`config.mk`:
```
export PLATFORM = sky130hd
export DESIGN_NAME = lsu_mem_master
export DESIGN_NICKNAME = d
export VERILOG_FILES = /design/src/rtl/mem_pkg.sv /design/src/rtl/lsu_align.sv /design/src/rtl/lsu_mem_master.sv
export SDC_FILE = /design/constraint.sdc
export NUM_CORES = 1
export LEC_CHECK = 0
export BUFFER_PORTS_ARGS = -buffer_cell sky130_fd_sc_hd__clkbuf_2
export CAP_MARGIN = 20
export CORE_ASPECT_RATIO = 1.2
export CORE_MARGIN = 8
export CORE_UTILIZATION = 40
export DETAILED_ROUTE_END_ITERATION = 8
export HOLD_SLACK_MARGIN = 0.08
export MAX_ROUTING_LAYER = met4
export PLACE_DENSITY_LB_ADDON = 0.08
export SETUP_SLACK_MARGIN = 0.2
export SLEW_MARGIN = 5
export SYNTH_ARGS = -nofsm -noshare
export SYNTH_HDL_FRONTEND = slang
export SYNTH_SLANG_ARGS = --single-unit
```
`constraint.sdc`:
```
create_clock -name clk -period 2.6 [get_ports clk]
set_input_delay 0.39 -clock clk [delete_from_list [all_inputs] [get_ports clk]]
set_output_delay 0.39 -clock clk [all_outputs]
set_load 0.01 [all_outputs]
```
`src/rtl/mem_pkg.sv`:
```
// Purpose: shared types and helpers for the LSU memory master (access size, FSM state, size-to-mask).
// Latency: n/a (types and pure functions only).
// Backpressure: n/a.
// Contents: size_e (SZ_B/SZ_H/SZ_W/SZ_X), state_e (IDLE/ACC0/ACC1/RESP), size2mask(), size2bytes().
package mem_pkg;

  typedef enum logic [1:0] {
    SZ_B = 2'd0,
    SZ_H = 2'd1,
    SZ_W = 2'd2,
    SZ_X = 2'd3
  } size_e;

  typedef enum logic [1:0] {
    ST_IDLE = 2'd0,
    ST_ACC0 = 2'd1,
    ST_ACC1 = 2'd2,
    ST_RESP = 2'd3
  } state_e;

  // Right-justified byte-enable pattern for an access size; illegal size enables nothing.
  function automatic logic [3:0] size2mask(input logic [1:0] size);
    logic [3:0] m;
    case (size_e'(size))
      SZ_B:    m = 4'b0001;
      SZ_H:    m = 4'b0011;
      SZ_W:    m = 4'b1111;
      default: m = 4'b0000;
    endcase
    return m;
  endfunction

  // Number of bytes touched; 0 for the illegal size so it never looks word-crossing.
  function automatic logic [2:0] size2bytes(input logic [1:0] size);
    logic [2:0] n;
    case (size_e'(size))
      SZ_B:    n = 3'd1;
      SZ_H:    n = 3'd2;
      SZ_W:    n = 3'd4;
      default: n = 3'd0;
    endcase
    return n;
  endfunction

endpackage

```
`src/rtl/lsu_align.sv`:
```
// Purpose: lane alignment for the LSU memory master: store mask/data shift and load extract + extend.
// Latency: zero cycles, purely combinational.
// Backpressure: none; no handshake on either path.
// Ports:
//   st_off_i, st_size_i, st_wdata_i  store-side byte offset, size, right-justified data
//   st_lanes_o                       8-lane mask spanning two consecutive words
//   st_wide_o                        64-bit lane-positioned data spanning two words
//   ld_off_i, ld_size_i, ld_unsigned_i, ld_buf_i  load-side offset, size, zero-extend flag, 64-bit read buffer
//   ld_data_o                        extracted and sign/zero-extended load result
module lsu_align
  import mem_pkg::*;
(
  input  logic [1:0]  st_off_i,
  input  logic [1:0]  st_size_i,
  input  logic [31:0] st_wdata_i,
  output logic [7:0]  st_lanes_o,
  output logic [63:0] st_wide_o,
  input  logic [1:0]  ld_off_i,
  input  logic [1:0]  ld_size_i,
  input  logic        ld_unsigned_i,
  input  logic [63:0] ld_buf_i,
  output logic [31:0] ld_data_o
);

  logic [31:0] ld_raw;

  assign st_lanes_o = {4'b0000, size2mask(st_size_i)} << st_off_i;
  assign st_wide_o  = {32'h0000_0000, st_wdata_i} << {st_off_i, 3'b000};

  // Bring the addressed byte down to lane 0; only the low word is ever needed.
  assign ld_raw = 32'(ld_buf_i >> {ld_off_i, 3'b000});

  always_comb begin
    ld_data_o = ld_raw;
    case (size_e'(ld_size_i))
      SZ_B:    ld_data_o = {{24{~ld_unsigned_i & ld_raw[7]}}, ld_raw[7:0]};
      SZ_H:    ld_data_o = {{16{~ld_unsigned_i & ld_raw[15]}}, ld_raw[15:0]};
      default: ld_data_o = ld_raw;
    endcase
  end

endmodule

```
`src/rtl/lsu_mem_master.sv`:
```
// Purpose: LSU-side initiator of the combinational pmem bus; byte/half/word loads and stores, misaligned split in two.
// Latency: from accept cycle T, rsp_valid at T+2 aligned, T+3 split, T+1 on error; one request in flight.
// Backpressure: req_ready stays low from accept until the response handshake; response held while !rsp_ready.
// Ports:
//   clk, rst_n                          clock, asynchronous active-low reset
//   req_valid/req_ready, req_we, req_addr, req_size, req_unsigned, req_wdata   request channel
//   rsp_valid/rsp_ready, rsp_rdata, rsp_err                                    response channel
//   mem_req, mem_we, mem_addr, mem_mask, mem_wdata, mem_rdata                  pmem bus (rdata same cycle)
module lsu_mem_master
  import mem_pkg::*;
#(
  parameter int ADDR_W   = 32,
  parameter bit SPLIT_EN = 1'b1
) (
  input  logic              clk,
  input  logic              rst_n,
  input  logic              req_valid,
  output logic              req_ready,
  input  logic              req_we,
  input  logic [ADDR_W-1:0] req_addr,
  input  logic [1:0]        req_size,
  input  logic              req_unsigned,
  input  logic [31:0]       req_wdata,
  output logic              rsp_valid,
  input  logic              rsp_ready,
  output logic [31:0]       rsp_rdata,
  output logic              rsp_err,
  output logic              mem_req,
  output logic              mem_we,
  output logic [ADDR_W-1:0] mem_addr,
  output logic [7:0]        mem_mask,
  output logic [31:0]       mem_wdata,
  input  logic [31:0]       mem_rdata
);

  state_e            state_q;
  logic              req_ready_q;
  logic              rsp_valid_q;
  logic              rsp_err_q;
  logic              mem_req_q;
  logic              mem_we_q;
  logic [ADDR_W-1:0] mem_addr_q;
  logic [7:0]        mem_mask_q;
  logic [31:0]       mem_wdata_q;

  // Captured request; the live req_* inputs may change freely after accept.
  logic              we_q;
  logic [1:0]        off_q;
  logic [1:0]        size_q;
  logic              uns_q;
  logic              cross_q;
  logic [3:0]        hi_mask_q;
  logic [31:0]       hi_wdata_q;
  logic [63:0]       buf_q;

  logic [7:0]        st_lanes;
  logic [63:0]       st_wide;
  logic [31:0]       ld_data;
  logic [2:0]        acc_end;
  logic              acc_cross;
  logic              acc_err;

  // Store alignment works on the live request so ACC0 outputs can be registered at accept;
  // load extraction works on the captured fields and the filled read buffer.
  lsu_align u_align (
    .st_off_i      (req_addr[1:0]),
    .st_size_i     (req_size),
    .st_wdata_i    (req_wdata),
    .st_lanes_o    (st_lanes),
    .st_wide_o     (st_wide),
    .ld_off_i      (off_q),
    .ld_size_i     (size_q),
    .ld_unsigned_i (uns_q),
    .ld_buf_i      (buf_q),
    .ld_data_o     (ld_data)
  );

  // One past the last byte touched; beyond 4 means the access spills into the next word.
  assign acc_end   = {1'b0, req_addr[1:0]} + size2bytes(req_size);
  assign acc_cross = (acc_end > 3'd4);
  assign acc_err   = (req_size == SZ_X) || (acc_cross && (SPLIT_EN == 1'b0));

  always_ff @(posedge clk or negedge rst_n) begin
    if (!rst_n) begin
      state_q     <= ST_IDLE;
      req_ready_q <= 1'b1;
      rsp_valid_q <= 1'b0;
      rsp_err_q   <= 1'b0;
      mem_req_q   <= 1'b0;
      mem_we_q    <= 1'b0;
      mem_addr_q  <= '0;
      mem_mask_q  <= '0;
      mem_wdata_q <= '0;
      we_q        <= 1'b0;
      off_q       <= '0;
      size_q      <= '0;
      uns_q       <= 1'b0;
      cross_q     <= 1'b0;
      hi_mask_q   <= '0;
      hi_wdata_q  <= '0;
      buf_q       <= '0;
    end else begin
      case (state_q)
        ST_IDLE: begin
          if (req_valid) begin
            req_ready_q <= 1'b0;
            we_q        <= req_we;
            off_q       <= req_addr[1:0];
            size_q      <= req_size;
            uns_q       <= req_unsigned;
            cross_q     <= acc_cross;
            hi_mask_q   <= st_lanes[7:4];
            hi_wdata_q  <= st_wide[63:32];
            if (acc_err) begin
              // Rejected without touching memory.
              state_q     <= ST_RESP;
              rsp_valid_q <= 1'b1;
              rsp_err_q   <= 1'b1;
            end else begin
              state_q     <= ST_ACC0;
              mem_req_q   <= 1'b1;
              mem_we_q    <= req_we;
              mem_addr_q  <= {req_addr[ADDR_W-1:2], 2'b00};
              mem_mask_q  <= {4'b0000, st_lanes[3:0]};
              mem_wdata_q <= st_wide[31:0];
            end
          end
        end

        ST_ACC0: begin
          buf_q[31:0] <= mem_rdata;
          if (cross_q) begin
            // Second word: address wraps naturally at the top of the space.
            state_q     <= ST_ACC1;
            mem_addr_q  <= mem_addr_q + ADDR_W'(4);
            mem_mask_q  <= {4'b0000, hi_mask_q};
            mem_wdata_q <= hi_wdata_q;
          end else begin
            state_q     <= ST_RESP;
            rsp_valid_q <= 1'b1;
            mem_req_q   <= 1'b0;
            mem_we_q    <= 1'b0;
            mem_addr_q  <= '0;
            mem_mask_q  <= '0;
            mem_wdata_q <= '0;
          end
        end

        ST_ACC1: begin
          buf_q[63:32] <= mem_rdata;
          state_q      <= ST_RESP;
          rsp_valid_q  <= 1'b1;
          mem_req_q    <= 1'b0;
          mem_we_q     <= 1'b0;
          mem_addr_q   <= '0;
          mem_mask_q   <= '0;
          mem_wdata_q  <= '0;
        end

        ST_RESP: begin
          if (rsp_ready) begin
            state_q     <= ST_IDLE;
            rsp_valid_q <= 1'b0;
            rsp_err_q   <= 1'b0;
            req_ready_q <= 1'b1;
          end
        end

        default: state_q <= ST_IDLE;
      endcase
    end
  end

  assign req_ready = req_ready_q;
  assign rsp_valid = rsp_valid_q;
  assign rsp_err   = rsp_err_q;
  assign mem_req   = mem_req_q;
  assign mem_we    = mem_we_q;
  assign mem_addr  = mem_addr_q;
  assign mem_mask  = mem_mask_q;
  assign mem_wdata = mem_wdata_q;

  // Load data is decoded from registers only (buffer and captured fields), so it is
  // glitch-free and holds steady for the whole RESP stall; stores and errors read as 0.
  assign rsp_rdata = ((state_q == ST_RESP) && !we_q && !rsp_err_q) ? ld_data : 32'h0000_0000;

endmodule
```
==> flow_summary.json <==
{
  "status": "finished clean",
  "crit_arrival_ns": 2.16,
  "critPathLaunchType": "flip-flop",
  "rsz0062_at_grt": "yes",
  "fmax_ghz": 0.392,
  "synth_edf_count": 0,
  "yosysUniqueCellTypes": 58,
  "drt_first_pass_iters": 5,
  "p_total_mw": 13.9,
  "cts_made_buffers": 17,
  "die_w_um": 152,
  "crit_buf_inv": 4,
  "whs_ns": 0.170,
  "final_max_slew_viol_count": 0,
  "wl_per_cell_um": 19.9,
  "synthCells": 922,
  "swShare_pct": 41.5,
  "seq_power_share_pct": 33.3,
  "worst-r2r-cell-count": 8,
  "overflow": 0,
  "clk_path_buf_depth": 2,
  "final_util_pct": 51.8,
  "syn2layout_area_growth_pct": 27.0,
  "cp_slowest_cell": "dfrtp_2",
  "worstSetupPathType": "reg2out",
  "antenna_left": 0,
  "synth_area_sq_um": 8850,
  "synth_seq_area_share_pct": 46.1,
  "yosysMostFrequentCell": "dfrtp_1",
  "maxSlewHeadroom_pct": 48.5,
  "power.internal_mw": 8.15,
  "cap_violations": 0,
  "crit_family": "buffers and inverters",
  "netSwitchingPower_mw": 5.77,
  "dieHeight_um": 179,
  "hold_path.class": "in2reg",
  "cts_max_level": 4,
  "portBuffers": 206,
  "p_comb_share_pct": 49.0,
  "grt_pass1_vias": 8078,
  "cp.required_ns": 2.21,
  "vdd_drop_max_v": 0.000679,
  "grt_pass1_wl_um": 43900,
  "cpPeakStageDelay_ns": 0.47,
  "clkTransAtPathRegs_ns": 0.07,
  "dieArea_sq_um": 27200,
  "wirelength_um": 28200,
  "place_congestion": 0.840,
  "drcViolationCount": 0,
  "yosysTopAreaCellShare_pct": 45.8,
  "cts.sink_count": 163,
  "endpoint_kind": "primary output",
  "grt_use_total_pct": 21.3,
  "ios": 213,
  "core_area_sq_um": 21700,
  "r2r_start": "state_q[1]$_DFFE_PN0P_",
  "period_share_pct": 98.1,
  "path_depth": 7,
  "synth_warnings": 0,
  "avgSynthCellArea_sq_um": 9.60,
  "hold_path_end": "mem_addr[31]$_DFFE_PN0P_",
  "clock_power_share_pct": 17.7,
  "min_from": "req_addr[31]",
  "finalHoldViolations": 0,
  "cp_max_fo": 9,
  "start_util_pct": 40.8,
  "worst_skew_pair.late_latency_ns": 0.43,
  "yosys_register_bits": 163,
  "cts_tree": "yes",
  "finalSetupViolCount": 0,
  "clock-root-buffer": "clkbuf_16",
  "reg2reg_setup_slack_ns": 0.30,
  "fin_skew_ns": 0.0134,
  "synth_top_area_cell": "dfrtp_1",
  "finalSetupTns_ns": 0,
  "fp-row-count": 59,
  "layout.cells.non_filler": 1418,
  "ys_top_cells_by_count": "dfrtp_1 (162), nand2_1 (128), o21ai_0 (90)",
  "worstMarginPinSlew_ns": 0.765,
  "grt_max_degree": 86,
  "crit_chain": "buf_4 > buf_12 > buf_16 > mux2_2 > o21ai_0 > o21ai_2 > buf_2",
  "drive_above_1_share_pct": 38.2,
  "vias": 7805,
  "r2r-end": "mem_addr[22]$_DFFE_PN0P_",
  "powerDensity_nw_per_um2": 1240,
  "leakagePower_nw": 5.18,
  "yosys_most_used_dff": "dfrtp_1",
  "grt_antenna_before_repair": 1,
  "synth_area_leaders": "dfrtp_1 (46%), mux2_2 (11%), nand2_1 (5.4%)",
  "hold_depth": 2,
  "layout.nets": 1246,
  "dpl.cell_count": 1364,
  "synthArstFlopShare_pct": 100,
  "dr.first_iter.drc_count": 361,
  "nFillCells": 2075,
  "hpwl_um": 19500,
  "period_minus_slack_ns": 2.55,
  "viasPerCell": 5.50
}
## layout by cell type, fill, tap and decap left out, types with 4 or more instances in the layout
cell	n
nor2_1	60
inv_1	21
clkinvlp_4	4
nand3_1	8
a32o_1	9
a22o_1	13
or3_4	4
dfrtp_1	161
clkbuf_16	19
or2_2	12
nor4_1	9
a31oi_1	4
mux2i_1	39
ha_1	9
conb_1	6
nand2_1	128
o21ai_2	10
o211ai_1	9
nor3_1	10
nor2b_1	5
buf_4	37
a2bb2oi_1	4
o22ai_1	4
and3_1	4
buf_2	25
buf_16	4
o21ai_0	76
clkbuf_2	180
mux2_2	84
a221o_1	4
nand4_1	7
a21oi_2	15
a22oi_1	16
a221oi_1	11
o21ai_1	5
a21oi_1	55
mux2i_2	6
## worst max-delay path by stage
stage | startpoint | endpoint | slack, ns
floorplan | state_q[0]$_DFFE_PN0P_ | rsp_rdata[20] | 0.27
global placement | state_q[0]$_DFFE_PN0P_ | rsp_rdata[22] | 0.31
detailed placement | state_q[0]$_DFFE_PN0P_ | rsp_rdata[16] | 0.22
CTS | state_q[0]$_DFFE_PN0P_ | rsp_rdata[29] | 0.06
global route | off_q[1]$_DFFE_PN0P_ | rsp_rdata[29] | -0.04
finish | off_q[1]$_DFFE_PN0P_ | rsp_rdata[26] | 0.05
## power groups by stage
stage | Sequential (mW) | Clock [mW] | Combinational [mW]
after floorplan | 4.60 | 0 | 4.05
after global placement | 4.65 | 0 | 6.03
after detailed placement | 4.67 | 0 | 6.06
after CTS | 4.63 | 2.54 | 6.51
after global routing | 4.83 | 2.65 | 7.51
final | 4.64 | 2.47 | 6.82
## repair_timing
item,CTS,global route
hold endpoints to repair,38,0
resized for setup,40,52
cloned,3,2
pin swaps,9,10
hold buffers,1,0
endpoints found under the setup margin,31,41
buffers inserted,12,3
## sequential cells by signal, indices dropped and copies added (netlist names), 2 cells and up
register and flops:
mem_addr 30, size_q 2, hi_mask_q 3, mem_mask 4, hi_wdata_q 24, state_q 2, buf_q 56, off_q 2
mem_wdata 32
## per-stage QoR
stage          worst slack, ns  instance area [sq um]
2_1_floorplan            0.268                   8870
3_3_place_gp             0.310                  10200
3_5_place_dp             0.223                  10200
4_1_cts                 0.0574                  11100
5_1_grt                -0.0418                  11200
6_report                0.0488                  11200
## final cells by class
class / instances / area, sq um / area share [%]
Inverter: 22 / 82.6 / 0.735
Tap cell: 274 / 343 / 3.05
Timing Repair Buffer: 255 / 1570 / 14.0
Sequential cell: 163 / 4080 / 36.3
Clock buffer: 20 / 447 / 3.97
Clock inverter: 12 / 124 / 1.10
Antenna cell: 1 / 2.50 / 0.0223
Multi-Input combinational cell: 671 / 4590 / 40.8
## per-layer routing
| layer | track usage [%] | vias up | share of wire, % |
|---|---|---|---|
| met1 | 25.8 | 3780 | 42 |
| met3 | 4.82 | 39 | 6.8 |
| met5 | - | - | 0 |
| met4 | 6.79 | 0 | 2.2 |
| li1 | - | 3735 | - |
| met2 | 34.7 | 251 | 49 |
## logic make-up (layout without fill, tap and decap cells)
family,after synthesis,count (layout),synth area share [%]
buf+inv,94,309,4.35
xor+xnor,1,1,0.0990
compound gates,255,255,17.9
flops,163,163,46.1
fa+ha+maj,12,12,1.78
other cells,1,7,0.0424
mux,130,130,16.0
simple gates,266,267,13.7
No activity file was read; power rests on OpenSTA's default activity.
